## config.mk

```make
export PLATFORM = sky130hd
export DESIGN_NAME = div_16by8_seq
export DESIGN_NICKNAME = d
export VERILOG_FILES = /design/src/rtl/div_pkg.sv /design/src/rtl/div_fa.sv /design/src/rtl/div_restore_step.sv /design/src/rtl/div_16by8_seq.sv
export SDC_FILE = /design/constraint.sdc
export NUM_CORES = 1
export LEC_CHECK = 0
export ABC_AREA = 1
export CORE_MARGIN = 4
export CORE_UTILIZATION = 40
export DETAILED_ROUTE_END_ITERATION = 7
export SYNTH_ARGS = -nofsm -noshare
export SYNTH_HDL_FRONTEND = slang
export SYNTH_SLANG_ARGS = --single-unit
```

## constraint.sdc

```tcl
create_clock -name clk -period 4.5 [get_ports clk]
set_input_delay 1.125 -clock clk [delete_from_list [all_inputs] [get_ports clk]]
set_output_delay 1.125 -clock clk [all_outputs]
set_load 0.01 [all_outputs]
```

## src/rtl/div_pkg.sv

```systemverilog
`default_nettype none
// ============================================================================
// Module      : div_pkg
// Description : Shared definitions for the sequential 16/8 restoring divider:
//               default operand width, FSM state encoding and result
//               constants used for exception results.
// Revision    : 1.0 - initial release
// ============================================================================
package div_pkg;

    // Divisor / quotient / remainder width; the dividend is twice this wide.
    localparam int DIV_WIDTH = 8;

    typedef enum logic [1:0] {
        IDLE = 2'd0,
        RUN  = 2'd1,
        DONE = 2'd2
    } div_state_t;

    // Result constants at the default width (saturated quotient, zero).
    localparam logic [DIV_WIDTH-1:0] c_quot_sat = {DIV_WIDTH{1'b1}};
    localparam logic [DIV_WIDTH-1:0] c_zero     = {DIV_WIDTH{1'b0}};

endpackage : div_pkg
`default_nettype wire

```

## src/rtl/div_fa.sv

```systemverilog
`default_nettype none
// ============================================================================
// Module      : div_fa
// Description : Single-bit full adder cell, shared with the multiplier array.
// Ports       : i_a, i_b, i_ci -> o_s (sum), o_co (carry out)
// Revision    : 1.0 - initial release
// ============================================================================
module div_fa (
    input  logic i_a,
    input  logic i_b,
    input  logic i_ci,
    output logic o_s,
    output logic o_co
);

    assign o_s  = i_a ^ i_b ^ i_ci;
    assign o_co = (i_a & i_b) | (i_ci & (i_a ^ i_b));

endmodule : div_fa
`default_nettype wire

```

## src/rtl/div_restore_step.sv

```systemverilog
`default_nettype none
// ============================================================================
// Module      : div_restore_step
// Description : Combinational (WIDTH+1)-bit compare-subtract for one restoring
//               division step. Computes i_a - i_b as i_a + ~i_b + 1 through a
//               ripple chain of full-adder cells.
// Ports       : i_a    [WIDTH:0]   partial remainder with next dividend bit
//               i_b    [WIDTH:0]   zero-extended divisor
//               o_diff [WIDTH-1:0] low bits of i_a - i_b
//               o_ge   1           i_a >= i_b (final carry out, no borrow)
// Revision    : 1.0 - initial release
// ============================================================================
module div_restore_step
    import div_pkg::*;
#(
    parameter int WIDTH = DIV_WIDTH
) (
    input  logic [WIDTH:0]   i_a,
    input  logic [WIDTH:0]   i_b,
    output logic [WIDTH-1:0] o_diff,
    output logic             o_ge
);

    // w_carry[0] = 1 supplies the +1 of the two's-complement subtraction.
    logic [WIDTH+1:0] w_carry;
    logic [WIDTH:0]   w_sum;
    // The difference MSB is only ever consumed when o_ge is set, and then the
    // caller keeps its remainder below the divisor, so that bit is always 0.
    logic             w_unused_msb;

    assign w_carry[0] = 1'b1;

    for (genvar gi = 0; gi <= WIDTH; gi++) begin : g_fa
        div_fa u_fa (
            .i_a  (i_a[gi]),
            .i_b  (~i_b[gi]),
            .i_ci (w_carry[gi]),
            .o_s  (w_sum[gi]),
            .o_co (w_carry[gi+1])
        );
    end : g_fa

    assign o_diff       = w_sum[WIDTH-1:0];
    assign w_unused_msb = w_sum[WIDTH];
    assign o_ge         = w_carry[WIDTH+1];

endmodule : div_restore_step
`default_nettype wire

```

## src/rtl/div_16by8_seq.sv

```systemverilog
`default_nettype none
// ============================================================================
// Module      : div_16by8_seq
// Description : Sequential restoring divider, 2*WIDTH / WIDTH bits, one
//               quotient bit per clock under a start/ready/done handshake.
//               Divide-by-zero and quotient overflow finish in one cycle.
// Ports       : clk, rst_n (async, active low)
//               start, dividend[2W], divisor[W]        - request
//               ready, done                            - handshake
//               quotient[W], remainder[W]              - held results
//               div_by_zero, overflow                  - held flags
// Revision    : 1.0 - initial release
// ============================================================================
module div_16by8_seq
    import div_pkg::*;
#(
    parameter int WIDTH = DIV_WIDTH
) (
    input  logic               clk,
    input  logic               rst_n,
    input  logic               start,
    input  logic [2*WIDTH-1:0] dividend,
    input  logic [WIDTH-1:0]   divisor,
    output logic               ready,
    output logic               done,
    output logic [WIDTH-1:0]   quotient,
    output logic [WIDTH-1:0]   remainder,
    output logic               div_by_zero,
    output logic               overflow
);

    localparam int CNT_W = (WIDTH > 1) ? $clog2(WIDTH) : 1;
    localparam logic [WIDTH-1:0] c_ones    = {WIDTH{1'b1}};
    localparam logic [WIDTH-1:0] c_zero_w  = {WIDTH{1'b0}};
    localparam logic [CNT_W-1:0] c_cnt_top = CNT_W'(WIDTH - 1);

    div_state_t       r_state, w_state_nxt;
    logic [WIDTH-1:0] r_rem;      // partial remainder
    logic [WIDTH-1:0] r_shift;    // dividend low half, becomes the quotient
    logic [WIDTH-1:0] r_div;      // divisor captured at acceptance
    logic [CNT_W-1:0] r_count;
    logic [WIDTH-1:0] r_quot, r_remainder;
    logic             r_dbz, r_ovf;

    logic             w_accept, w_dbz, w_ovf;
    logic [WIDTH:0]   w_t;
    logic [WIDTH-1:0] w_diff, w_rem_nxt, w_shift_nxt;
    logic             w_ge;

    assign w_accept = (r_state == IDLE) && start;
    assign w_dbz    = (divisor == c_zero_w);
    // A high half at or above the divisor yields a quotient wider than WIDTH.
    assign w_ovf    = (dividend[2*WIDTH-1:WIDTH] >= divisor);

    // One restoring step: bring down the next dividend bit and try-subtract.
    assign w_t = {r_rem, r_shift[WIDTH-1]};

    div_restore_step #(
        .WIDTH (WIDTH)
    ) u_step (
        .i_a    (w_t),
        .i_b    ({1'b0, r_div}),
        .o_diff (w_diff),
        .o_ge   (w_ge)
    );

    assign w_rem_nxt   = w_ge ? w_diff : w_t[WIDTH-1:0];
    assign w_shift_nxt = {r_shift[WIDTH-2:0], w_ge};

    always_comb begin
        w_state_nxt = r_state;
        case (r_state)
            IDLE: begin
                if (start) begin
                    w_state_nxt = (w_dbz || w_ovf) ? DONE : RUN;
                end
            end
            RUN: begin
                if (r_count == '0) begin
                    w_state_nxt = DONE;
                end
            end
            DONE:    w_state_nxt = IDLE;
            default: w_state_nxt = IDLE;
        endcase
    end

    always_ff @(posedge clk or negedge rst_n) begin
        if (!rst_n) begin
            r_state <= IDLE;
        end else begin
            r_state <= w_state_nxt;
        end
    end

    always_ff @(posedge clk or negedge rst_n) begin
        if (!rst_n) begin
            r_rem       <= '0;
            r_shift     <= '0;
            r_div       <= '0;
            r_count     <= '0;
            r_quot      <= '0;
            r_remainder <= '0;
            r_dbz       <= 1'b0;
            r_ovf       <= 1'b0;
        end else if (w_accept) begin
            if (w_dbz) begin
                // Divide-by-zero wins over overflow (0 <= any high half).
                r_quot      <= c_ones;
                r_remainder <= dividend[WIDTH-1:0];
                r_dbz       <= 1'b1;
                r_ovf       <= 1'b0;
            end else if (w_ovf) begin
                r_quot      <= c_ones;
                r_remainder <= c_zero_w;
                r_dbz       <= 1'b0;
                r_ovf       <= 1'b1;
            end else begin
                r_rem   <= dividend[2*WIDTH-1:WIDTH];
                r_shift <= dividend[WIDTH-1:0];
                r_div   <= divisor;
                r_count <= c_cnt_top;
            end
        end else if (r_state == RUN) begin
            r_rem   <= w_rem_nxt;
            r_shift <= w_shift_nxt;
            if (r_count == '0) begin
                r_quot      <= w_shift_nxt;
                r_remainder <= w_rem_nxt;
                r_dbz       <= 1'b0;
                r_ovf       <= 1'b0;
            end else begin
                r_count <= r_count - 1'b1;
            end
        end
    end

    assign ready       = (r_state == IDLE);
    assign done        = (r_state == DONE);
    assign quotient    = r_quot;
    assign remainder   = r_remainder;
    assign div_by_zero = r_dbz;
    assign overflow    = r_ovf;

endmodule : div_16by8_seq
`default_nettype wire

```

* Word-level counts from Yosys, hierarchy flattened *
Index checks and enable logic that the tools add are counted.

operators by class
  add/sub/neg operators = 1
  multiply operators = 0
  divide/modulo/power cells = 0
  $lt $le $gt $ge = 1
  equality and inequality tests = 8
  shift operators = 0
  mux-type cells = 36
  bitwise operators = 52
  reductions and logical operators = 12

operator list
  cell                                                                      number
  8-bit two-way mux                                                         19
  1-bit AND                                                                 16
  3-bit two-way mux                                                         5
  1-bit XOR                                                                 15
  1-bit inverter                                                            12
  1-bit OR                                                                  9
  3-bit AND reduction                                                       3
  8-bit greater-or-equal comparator                                         1
  8-bit logical NOT                                                         1
  1-bit two-way mux                                                         8
  2-bit inequality test (second input constant)                             4
  2-bit two-way mux                                                         3
  2-bit one-hot mux with 2 select lines                                     1
  4-bit AND reduction                                                       1
  2-bit nonzero test                                                        2
  3-bit logical NOT                                                         1
  3-bit by 1-bit inequality test with 1-bit output (second input constant)  1
  3-bit by 1-bit subtractor with 3-bit output (second input constant)       1
  2-bit by 1-bit equality test with 1-bit output (second input constant)    1
  2-bit equality test (second input constant)                               1
  2-bit logical NOT                                                         1
  2-bit by 1-bit inequality test with 1-bit output (second input constant)  1
  2-bit AND reduction                                                       1
  1-bit logical AND                                                         1
  1-bit logical OR                                                          1

storage, ports and cells
  register bits after elaboration = 47
  latch bits = 0
  RAM bits = 0
  memory bits (read-only) = 0
  input bits = 27
  output and inout bits = 20
  word-level logic and storage cells = 119
  memories kept = 0

* Longest topological paths before layout *
  word-level depth = 23
  depth in mapped cells = 20
  mapped depth without buffers = 19

* Cells and area by module *
Synthesis repeated with hierarchy kept, for this count alone.

unflattened totals
  cell total of the unflattened synthesis = 365
  area total of the unflattened synthesis = 2787.7 um^2

modules (own cells, without submodules)
  module            instances  cells an instance  area an instance (um^2)  seq. area each (um^2)
  div_16by8_seq     1          346                2570.0                   1176.1
  div_fa            9          1                  20.0                     0.0
  div_restore_step  1          10                 37.5                     0.0

* Worst setup path after synthesis *
OpenSTA, ideal clock, no wires.

  kind = reg2reg
  start point = reg r_div[0]
  end point = reg r_remainder[2] (netlist: remainder[2])
  library setup time = 0.066 ns
  arrival = 3.528 ns
  data required time = 4.434 ns
  path slack = 0.906 ns
  cell stages (with the launch flop) = 19
  cells stage by stage = dfrtp_1 -> ha_1 -> fa_1 -> fa_1 -> fa_1 -> fa_1 -> inv_1 -> fa_1 -> inv_1 -> fa_1 -> inv_1 -> fa_1 -> nor2_1 -> clkbuf_1 -> o21ai_0 -> nand2_1 -> nand2_1 -> nand3_1 -> nand2_1

on the way
  word-level cells in the longest chain between the ends = 23

RTL lines
  element                                        RTL line                RTL
  from (decl)                                    div_16by8_seq.sv:40     logic [WIDTH-1:0] r_div;
  from (signal assigned)                         div_16by8_seq.sv:121    r_div <= divisor;
  1-bit inverter *                               div_restore_step.sv:36  .i_b (~i_b[gi]),
  1-bit AND / 1-bit XOR (equally long branches)  div_fa.sv:17            assign o_co = (i_a & i_b) | (i_ci & (i_a ^ i_b));
  1-bit OR *                                     div_fa.sv:17
  1-bit AND *                                    div_fa.sv:17
  1-bit OR *                                     div_fa.sv:17
  1-bit AND                                      div_fa.sv:17
  1-bit OR                                       div_fa.sv:17
  1-bit AND                                      div_fa.sv:17
  (+7 left out)                                  n/a
  1-bit AND                                      div_fa.sv:17
  1-bit OR                                       div_fa.sv:17
  1-bit AND                                      div_fa.sv:17
  1-bit OR                                       div_fa.sv:17
  8-bit two-way mux *                            div_16by8_seq.sv:67     assign w_rem_nxt = w_ge ? w_diff : w_t[WIDTH-1:0];
  8-bit two-way mux *                            div_16by8_seq.sv:127    if (r_count == '0) begin
  8-bit two-way mux *                            div_16by8_seq.sv:124    end else if (r_state == RUN) begin
  8-bit two-way mux *                            div_16by8_seq.sv:106    end else if (w_accept) begin
  to (signal assigned)                           div_16by8_seq.sv:110    r_remainder <= dividend[WIDTH-1:0];
  to (signal assigned)                           div_16by8_seq.sv:115    r_remainder <= c_zero_w;
  to (signal assigned)                           div_16by8_seq.sv:129    r_remainder <= w_rem_nxt;
  to (decl)                                      div_16by8_seq.sv:42     logic [WIDTH-1:0] r_quot, r_remainder;

Mark *: on every way between the ends. The rest lies on a longest branch, timed or not. The select of a mux whose other input is x is not followed.
A chain may end at the register's enable or synchronous reset.

* Worst setup path after layout *
  start point = reg r_shift[7]
  end point = reg r_remainder[7] (netlist: remainder[7])

on the way
  word-level cells in the longest chain between the ends = 22

RTL lines
  element                                        RTL line              RTL
  from (decl)                                    div_16by8_seq.sv:39   logic [WIDTH-1:0] r_shift;
  from (signal assigned)                         div_16by8_seq.sv:120  r_shift <= dividend[WIDTH-1:0];
  from (signal assigned)                         div_16by8_seq.sv:126  r_shift <= w_shift_nxt;
  1-bit AND / 1-bit XOR (equally long branches)  div_fa.sv:17
  1-bit OR *                                     div_fa.sv:17
  1-bit AND *                                    div_fa.sv:17
  1-bit OR *                                     div_fa.sv:17
  1-bit AND *                                    div_fa.sv:17
  1-bit OR *                                     div_fa.sv:17
  1-bit AND *                                    div_fa.sv:17
  1-bit OR *                                     div_fa.sv:17
  (+6 left out)                                  n/a
  1-bit AND                                      div_fa.sv:17
  1-bit OR                                       div_fa.sv:17
  1-bit AND                                      div_fa.sv:17
  1-bit OR                                       div_fa.sv:17
  8-bit two-way mux *                            div_16by8_seq.sv:67
  8-bit two-way mux *                            div_16by8_seq.sv:127
  8-bit two-way mux *                            div_16by8_seq.sv:124
  8-bit two-way mux *                            div_16by8_seq.sv:106

Marks and branches as above.

==> impl_metrics.py <==
metrics = {
    "synthesis": {
        "synthArstFlopShare_pct": 100,
        "synth_area_leaders": "dfrtp_1, nand2_1, nand3_1",
        "synth_edf_count": 0,
        "synth_warnings": 0,
        "yosysTopAreaCell": "dfrtp_1",
        "ys_seq_area_share_pct": 42.7,
        "synthTopCellsByCount": "nand2_1, dfrtp_1, nand3_1",
        "yosysUniqueCellTypes": 26,
        "synthMostInstantiatedCell": "nand2_1",
        "synth_cells": 365,
        "syn_avg_cell_area_sq_um": 7.55,
        "synth_flop_cell": "dfrtp_1",
        "synth_top_cell_area_share_pct": 42.7,
        "synth.cell_area_sq_um": 2760,
        "synth_nets": 410,
        "ys_ff_latch": 47,
    },
    "cts": {
        "ctsResizeCount": 0,
        "clkTransAtPathRegs_ns": 0.09,
        "cts-root-buf": "clkbuf_8",
        "clk_latency_ns": 0.30,
        "cts_buffers": 5,
        "cts_tree": "built",
        "cts_htree_levels": 2,
        "post_cts.repair.setup_buffers": 0,
        "clockBufferDepth": 2,
        "cts_hold_buf": 0,
        "clock_sinks": 47,
    },
    "cells_and_area": {
        "drive_above_1_share_pct": 5.87,
        "nFillCells": 642,
        "final_nets": 454,
        "fin_util_pct": 51.4,
        "syn_to_final_growth_pct": 21.7,
        "antenna_cells": 0,
    },
    "worst_hold_path": {
        "min_path_type": "reg2reg",
    },
    "detailed_routing": {
        "viasPerCell": 4.91,
        "routedWlPerCell_um": 13.6,
        "wl_um": 6620,
        "drt_first_pass_iters": 4,
        "ant_nets": 0,
        "drc": 0,
        "vias": 2384,
        "drt-initial-drc-count": 96,
    },
    "global_routing": {
        "antenna_found_initial": 0,
        "gr-total-overflow": 0,
        "grt_pass1_vias": 2426,
        "grt_pass1_wl_um": 11700,
        "grt_max_degree": 48,
        "grt_usage_pct": 17.1,
    },
    "die": {
        "pin_count": 47,
        "die_area_sq_um": 8280,
        "initial_core_util_pct": 42.2,
        "die_w_um": 91.0,
        "fp-row-count": 29,
        "core_sq_um": 6530,
        "die_y_um": 91.0,
    },
    "timing": {
        "fmax_mhz": 257,
        "maxSlewViolCount": 0,
        "fin_tns_setup_ns": 0,
        "worst_pin_slew_ns": 0.786,
        "setup-violations-final": 0,
        "rsz0062_at_grt": "false",
        "finalHoldViolations": 0,
        "finalCriticalPeriod_ns": 3.89,
        "maxSlewHeadroom_pct": 47.6,
        "min_period_over_period_pct": 86.5,
        "clock_skew_ns": 0.0125,
    },
    "run_status": {
        "status": "completed",
    },
    "setup_path": {
        "crit_path_end_kind": "flop",
        "startpoint_type": "flop",
        "cp_max_fo": 15,
        "path_class": "reg2reg",
        "cp_data_required_time_ns": 4.70,
        "worstPathArrival_ns": 4.09,
        "ff2ff_setup_slack_ns": 0.61,
    },
    "power_and_ir_drop": {
        "ir_worst_vdd_uv": 377,
        "p_total_mw": 2.36,
        "leakagePower_nw": 1.77,
        "p_per_area_nw_per_um2": 703,
    },
    "place": {
        "gp_congestion": 0.886,
        "port_buffers": 46,
        "dp_hpwl_um": 4830,
    },
    "job": {
        "max_cap_viol_count": 0,
    },
}
cell type report:
type                    count  area (sq um)  area share (%)
clock buffers               6          82.6            2.46
clock inverters             1          5.00           0.149
inverters                  42           158            4.70
multi-input cells         262          1350            40.1
flip-flops and latches     47          1180            35.0
well taps                  77          96.3            2.87
repair buffers             51           493            14.7
state kept, by name (all words and copies together) (netlist names):
signal       count
div_by_zero      1
overflow         1
quotient         8
r_count          3
r_div            8
r_rem            8
r_shift          8
r_state          2
remainder        8
critical path, stage by stage, from the launching register on:
cell and delay, ns:
dfrtp_1 0.37, inv_1 0.05, ha_1 0.18, fa_1 0.38, fa_1 0.39, fa_1 0.41, fa_1 0.38, inv_1 0.08
fa_1 0.16, inv_1 0.05, fa_1 0.35, inv_1 0.08, fa_1 0.15, nor2_1 0.16, nand2_1 0.17, nor2_1 0.05
a21oi_1 0.17, nand2_1 0.07, nand3_1 0.08, nand2_1 0.06
cells in the final DEF, fill, tap and decap left out:
master           count
nand2_1            138
dfrtp_1             47
clkdlybuf4s50_1     45
nand3_1             44
inv_1               39
nor2_1              29
ha_1                11
o21ai_0             10
o21ai_1              8
fa_1                 7
clkbuf_8             6
buf_4                5
a21oi_1              4
nor2_2               3
inv_2                2
nor2_4               1
a21o_1               1
nand4_1              1
nand4_4              1
o31ai_4              1
nand2_4              1
clkinv_1             1
nand2_2              1
or2_2                1
clkinv_2             1
buf_2                1
cell families after synthesis:
| logic type | synth area share, % |
|---|---|
| AOI/OAI and AO/OA | 5.04 |
| adders and majority gates | 10.1 |
| buffers and inverters | 8.53 |
| DFF | 42.7 |
| and+or+nand+nor | 33.7 |
stage by stage:
| step | cell area (sq um) | setup WS (ns) | hold WS [ns] | instances |
|---|---|---|---|---|
| after floorplan | 2760 | 0.906 | 0.459 | 365 |
| after CTS | 3360 | 0.647 | 0.481 | 486 |
| after global routing | 3360 | 0.303 | 0.499 | 486 |
| after global placement | 3270 | 0.724 | 0.452 | 479 |
| after detailed placement | 3270 | 0.662 | 0.458 | 479 |
| final | 3360 | 0.609 | 0.473 | 486 |
path summary, 6_finish.rpt:
| path | endpoint | depth (start not counted) | startpoint |
|---|---|---|---|
| max in group asynchronous | r_div[4] | 2 | rst_n |
| worst min register to register | remainder[4] | 2 | remainder[4] |
| worst max register to register | remainder[7] | 19 | r_shift[7] |
| min in group asynchronous | r_div[3] | 2 | rst_n |
| worst min-delay path | remainder[4] | 2 | remainder[4] |
| worst max-delay path | remainder[7] | 19 | r_shift[7] |
where the power goes:
part / leakage (nW) / internal, mW / switching, mW
Sequential: 0.589 / 0.622 / 0.128
Combinational: 1.14 / 0.540 / 0.811
Clock: 0.0470 / 0.121 / 0.138
Total: 1.77 / 1.28 / 1.08
metal layers:
layer  GRT usage (%)  vias up  wire length, um
li1                -     1221                -
met1            24.1     1113             3180
met2            27.7       43             3170
met3            2.81        7              213
met4            3.77        0               57
met5               0        -                0
No activity file was read; power rests on OpenSTA's default activity.
